[config.mk]
export PLATFORM = sky130hd
export DESIGN_NAME = bus_responder_flat
export DESIGN_NICKNAME = d
export VERILOG_FILES = /design/src/rtl/bus_responder_if.sv /design/src/rtl/bus_responder.sv /design/src/flat_wrapper.sv
export SDC_FILE = /design/constraint.sdc
export NUM_CORES = 1
export LEC_CHECK = 0
export CAP_MARGIN = 10
export CORE_MARGIN = 2
export CORE_UTILIZATION = 50
export DETAILED_ROUTE_END_ITERATION = 8
export GPL_ROUTABILITY_DRIVEN = 0
export PLACE_DENSITY_LB_ADDON = 0.15
export SLEW_MARGIN = 20
export SYNTH_ARGS = -nofsm -noshare
export SYNTH_HDL_FRONTEND = slang
export SYNTH_SLANG_ARGS = --single-unit
[constraint.sdc]
create_clock -name clock -period 3.9 [get_ports clock]
set_clock_uncertainty 0.1 [all_clocks]
set_input_delay 0.78 -clock clock [delete_from_list [all_inputs] [get_ports clock]]
set_output_delay 0.78 -clock clock [all_outputs]
set_load 0.02 [all_outputs]
[src/rtl/bus_responder_if.sv]
// Byte-level handshake between the UART receiver/transmitter pair and the responder.
interface bus_responder_if;
    localparam int unsigned DATA_W = 8;

    logic [DATA_W-1:0] data_rx;
    logic              done_rx;
    logic              active_tx;
    logic              done_tx;
    logic [DATA_W-1:0] data_tx;
    logic              enable_tx;

    // Responder side: consumes receiver bytes and transmitter status, drives transmit requests.
    modport slave (
        input  data_rx,
        input  done_rx,
        input  active_tx,
        input  done_tx,
        output data_tx,
        output enable_tx
    );

    // UART side: produces received bytes and transmitter status, consumes transmit requests.
    modport master (
        output data_rx,
        output done_rx,
        output active_tx,
        output done_tx,
        input  data_tx,
        input  enable_tx
    );
endinterface

[src/rtl/bus_responder.sv]
// Serial-bus slave: answers its address with {sample byte, CRC-8 of that byte}.
module bus_responder #(
    parameter logic [7:0] ADDR     = 8'h01,
    parameter logic [7:0] POLY     = 8'h07,
    parameter logic [7:0] CRC_INIT = 8'h00
) (
    input  logic                  clock,
    input  logic                  reset,
    bus_responder_if.slave        bus,
    input  logic [7:0]            sample_data,
    output logic                  busy,
    output logic [7:0]            req_count
);
    localparam int unsigned DATA_W = 8;
    localparam int unsigned CNT_W  = 3;

    typedef enum logic [2:0] {
        IDLE,
        CRC,
        FREE1,
        SEND1,
        WAIT1,
        FREE2,
        SEND2,
        WAIT2
    } state_t;

    state_t              state, state_nxt;
    logic [DATA_W-1:0]   data_q, data_nxt;
    logic [DATA_W-1:0]   crc_q, crc_nxt;
    logic [CNT_W-1:0]    cnt_q, cnt_nxt;
    logic [DATA_W-1:0]   data_tx_q, data_tx_nxt;
    logic                enable_tx_q, enable_tx_nxt;
    logic [DATA_W-1:0]   req_count_q, req_count_nxt;
    logic                busy_q;
    logic                fb;
    logic                tx_in_use;

    assign tx_in_use     = bus.active_tx | bus.done_tx;
    assign bus.data_tx   = data_tx_q;
    assign bus.enable_tx = enable_tx_q;
    assign busy          = busy_q;
    assign req_count     = req_count_q;

    // State and output registers; reset aborts any reply in flight.
    always_ff @(posedge clock or posedge reset) begin
        if (reset) begin
            state       <= IDLE;
            data_q      <= '0;
            crc_q       <= CRC_INIT;
            cnt_q       <= '0;
            data_tx_q   <= '0;
            enable_tx_q <= 1'b0;
            req_count_q <= '0;
            busy_q      <= 1'b0;
        end else begin
            state       <= state_nxt;
            data_q      <= data_nxt;
            crc_q       <= crc_nxt;
            cnt_q       <= cnt_nxt;
            data_tx_q   <= data_tx_nxt;
            enable_tx_q <= enable_tx_nxt;
            req_count_q <= req_count_nxt;
            busy_q      <= (state_nxt != IDLE);
        end
    end

    // Next-state decode, bit-serial CRC step and transmit sequencing.
    always_comb begin
        state_nxt     = state;
        data_nxt      = data_q;
        crc_nxt       = crc_q;
        cnt_nxt       = cnt_q;
        data_tx_nxt   = data_tx_q;
        enable_tx_nxt = 1'b0;
        req_count_nxt = req_count_q;
        fb            = 1'b0;

        case (state)
            IDLE: begin
                if (bus.done_rx && (bus.data_rx == ADDR)) begin
                    data_nxt  = sample_data;
                    crc_nxt   = CRC_INIT;
                    cnt_nxt   = '0;
                    state_nxt = CRC;
                end
            end
            CRC: begin
                fb      = crc_q[7] ^ data_q[CNT_W'(3'd7 - cnt_q)];
                crc_nxt = {crc_q[6:0], 1'b0} ^ (fb ? POLY : 8'h00);
                cnt_nxt = cnt_q + CNT_W'(1);
                if (cnt_q == CNT_W'(7)) begin
                    state_nxt = FREE1;
                end
            end
            FREE1: begin
                if (!tx_in_use) begin
                    state_nxt = SEND1;
                end
            end
            SEND1: begin
                data_tx_nxt   = data_q;
                enable_tx_nxt = 1'b1;
                state_nxt     = WAIT1;
            end
            WAIT1: begin
                if (bus.done_tx) begin
                    state_nxt = FREE2;
                end
            end
            FREE2: begin
                if (!tx_in_use) begin
                    state_nxt = SEND2;
                end
            end
            SEND2: begin
                data_tx_nxt   = crc_q;
                enable_tx_nxt = 1'b1;
                state_nxt     = WAIT2;
            end
            WAIT2: begin
                if (bus.done_tx) begin
                    req_count_nxt = req_count_q + DATA_W'(1);
                    state_nxt     = IDLE;
                end
            end
            default: begin
                state_nxt = IDLE;
            end
        endcase
    end
endmodule

[src/flat_wrapper.sv]
// flat-port wrapper written by rule: the top's interface ports become plain ports
module bus_responder_flat 
#(
    parameter logic [7:0] ADDR     = 8'h01,
    parameter logic [7:0] POLY     = 8'h07,
    parameter logic [7:0] CRC_INIT = 8'h00
)
  (clock, reset, sample_data, busy, req_count, bus_data_rx, bus_done_rx, bus_active_tx, bus_done_tx, bus_data_tx, bus_enable_tx);
  bus_responder_if bus_i ();
  input  logic clock;
  input  logic reset;
  input  logic [7:0] sample_data;
  output logic busy;
  output logic [7:0] req_count;
  input wire logic [$bits(bus_i.data_rx)-1:0] bus_data_rx;
  input wire logic [$bits(bus_i.done_rx)-1:0] bus_done_rx;
  input wire logic [$bits(bus_i.active_tx)-1:0] bus_active_tx;
  input wire logic [$bits(bus_i.done_tx)-1:0] bus_done_tx;
  output wire logic [$bits(bus_i.data_tx)-1:0] bus_data_tx;
  output wire logic [$bits(bus_i.enable_tx)-1:0] bus_enable_tx;
  assign bus_i.data_rx = bus_data_rx;
  assign bus_i.done_rx = bus_done_rx;
  assign bus_i.active_tx = bus_active_tx;
  assign bus_i.done_tx = bus_done_tx;
  assign bus_data_tx = bus_i.data_tx;
  assign bus_enable_tx = bus_i.enable_tx;
  bus_responder #(.ADDR(ADDR), .POLY(POLY), .CRC_INIT(CRC_INIT)) u_core (.clock(clock), .reset(reset), .bus(bus_i), .sample_data(sample_data), .busy(busy), .req_count(req_count));
endmodule
==> results.toml <==
[timing]
setup_viol = 0
slew_viol_final = 0
period_minus_slack_ps = 2450
fmax_mhz = 408
grt_setup_unrepaired = "false"
fin_tns_setup_ps = 0
hold_viol = 0
period_share_pct = 62.9
tightest_slew_ps = 820
slew_headroom_pct = 45.3

[synthesis]
syn_nets = 186
synth_top_cell_by_area = "dfrtp_1"
avgSynthCellArea_um2 = 11.8
synth_common_cells = "40 x dfrtp_1, 16 x o22ai_1, 10 x a22o_1, 10 x mux2_2, 9 x a21oi_1"
ys_async_sr_fraction_pct = 100
netlist_top_cells_area = "dfrtp_1 52%, mux2_2 5.9%, o22ai_1 5.2%, a22o_1 4.6%, xnor2_1 3.7%"
syn-cell-area_mm2 = 0.00192
synth-main-ff-cell = "dfrtp_1"
ys_types = 38
synth-edff-count = 0
synth_most_common_cell = "dfrtp_1"
yosys_warnings = 0
synth_cells = 162
netlist.area_leader.share_pct = 52.2
ys_ff_latch = 40
ys_seq_area_share_pct = 52.2

[route]
remaining_drc_errors = 0
wl_per_cell_um = 15.8
routed-wl-met2_um = 1960
drtIter0Drc = 62
first_pass_iters = 4
routed.top_layer = "met4"
wl_met3_um = 196
antenna_left = 0
routed_via_density = 5.92
vias = 1450
drt_wl_total_um = 3880
wl_met1_um = 1660

[die]
start_util_pct = 52.4
dieArea_mm2 = 0.00435
ioPinCount = 39
core_mm2 = 0.00366
num_rows = 22
die_h_um = 65.9
die_w_um = 65.9

[worst_setup_path]
critPathKind = "in2reg"
crit_arrival_ps = 2530
reg2regPathDepth = 3
cp-endpoint = "u_core.data_q[5]"
r2r-start = "u_core.state[0]"
endpoint_kind = "flip-flop"
start_kind = "input port"
critPathRequiredTime_ps = 3980
r2r-end = "u_core.cnt_q[0]"
crit_fanout = 8
reg2reg_slack_ps = 1700
cp-startpoint = "bus_data_rx[0]"

[global_route]
grt_pass1_vias = 1428
overflow = 0
antenna_found_initial = 0
grt_use_total_pct = 20.7
grt_pass1_wl_um = 6740
grt_start_max_net_pins = 41

[finish]
fillers = 285
antenna_cells = 0
drive_gt1_share_pct = 11.2
area_delta_synth_final_pct = 25.5
fin_nets = 221
final_util_pct = 65.8

[pwr]
switching_share_pct = 38.1
irDropWorstVdd_uv = 339
p_int_uw = 942
pwr-share-comb_pct = 38.1
power_switching_uw = 580
p_clk_share_pct = 17.0
powerDensity_mw_per_mm2 = 632
p_leak_uw = 0.00105
p_seq_share_pct = 44.9

[placed_design]
dp_hpwl_um = 2770
portBuffers = 38

[clock_network]
cts_tree = "done"
clk_pin_slew_ps = 70
cts_inserted_buffers = 5
cts_max_level = 2
cts_sinks = 40
clockRootBuffer = "clkbuf_8"
cts_buffer_depth = 2
ctsHoldBuffers = 0
clock_latency_ps = 290
post_cts_buffers = 0
cts_resized = 0

[job]
drv_cap = 0

[status]
outcome = "complete, no violations"

[worst_hold_path]
min_path_type = "reg2reg"
==> layout by cell type, fill, tap and decap left out, types with 2 or more instances in the layout <==
master | netlist | final
dfrtp_1 | 40 | 40
clkdlybuf4s50_1 | 0 | 38
o22ai_1 | 16 | 16
mux2_2 | 10 | 10
a22o_1 | 10 | 10
a21oi_1 | 9 | 9
xnor2_1 | 8 | 8
o22a_1 | 7 | 7
xor2_1 | 5 | 5
clkbuf_8 | 0 | 5
nor2_1 | 4 | 4
inv_1 | 4 | 4
nand2_1 | 4 | 4
nand2b_1 | 3 | 3
nand3_1 | 3 | 3
ha_1 | 3 | 3
and4_1 | 2 | 2
nand4_1 | 2 | 2
mux4_1 | 2 | 2
and2_1 | 2 | 2
==> layer usage <==
layer	vias to the layer above	global-route usage (%)
li1	679	-
met1	720	25.7
met2	44	34.5
met3	7	5.11
met4	0	8.93
met5	-	0
==> power by group through the flow <==
stage / clock (uW) / sequential, uW / combinational (uW)
2_1_floorplan: 0 / 663 / 393
3_3_place_gp: 0 / 678 / 566
3_5_place_dp: 0 / 687 / 578
4_1_cts: 265 / 677 / 582
5_1_grt: 282 / 707 / 634
6_report: 259 / 683 / 580
==> worst max-delay path, cell delays in order <==
cell and delay, ps:
clkdlybuf4s50_1 440, nor4bb_1 310, nand4b_1 240, nor2_2 360
mux2_2 390
==> through the flow <==
stage	area, um2	setup slack, ps	cells	total power (uW)	hold WS (ps)
2_1_floorplan	1920	1830	162	1060	389
3_3_place_gp	2320	1290	238	1240	361
3_5_place_dp	2320	1160	238	1270	388
4_1_cts	2400	1310	245	1520	401
5_1_grt	2410	1340	245	1620	402
6_report	2410	1450	245	1520	390
==> registers in the layout (all words and copies together), names as in the netlist <==
| signal | count |
|---|---|
| u_core.busy | 1 |
| u_core.state | 3 |
| u_core.req_count | 8 |
| u_core.data_q | 8 |
| u_core.bus.enable_tx | 1 |
| u_core.cnt_q | 3 |
| u_core.crc_q | 8 |
| u_core.bus.data_tx | 8 |
==> worst min path at each step <==
stage	slack [ps]	from	to	depth (start not counted)
final	390	u_core.req_count[7]	u_core.req_count[7]	1
after global routing	400	u_core.req_count[7]	u_core.req_count[7]	1
after CTS	400	u_core.req_count[7]	u_core.req_count[7]	1
after detailed placement	390	u_core.req_count[7]	u_core.req_count[7]	1
after global placement	360	u_core.req_count[7]	u_core.req_count[7]	1
after floorplan	390	u_core.crc_q[3]	u_core.crc_q[3]	1
==> layout make-up <==
cell class,count,area [um2],area share [%]
multi-input combinational,106,858,35.7
sequential,40,1000,41.6
timing repair buffer,39,388,16.1
tap,48,60.1,2.49
clock buffer,5,68.8,2.86
inverter,5,18.8,0.780
clock inverter,2,12.5,0.520
==> cells by family after synthesis <==
| kind of cell | Yosys count | share of synthesized area [%] |
|---|---|---|
| multiplexers | 13 | 9.78 |
| AO/OA/AOI/OAI | 50 | 18.7 |
| adder cells (fa/ha/maj) | 3 | 1.96 |
| XOR/XNOR | 13 | 5.94 |
| flip-flops | 40 | 52.2 |
| buffers and inverters | 16 | 3.33 |
| AND/OR/NAND/NOR | 27 | 8.09 |
No activity file was read; power rests on OpenSTA's default activity.
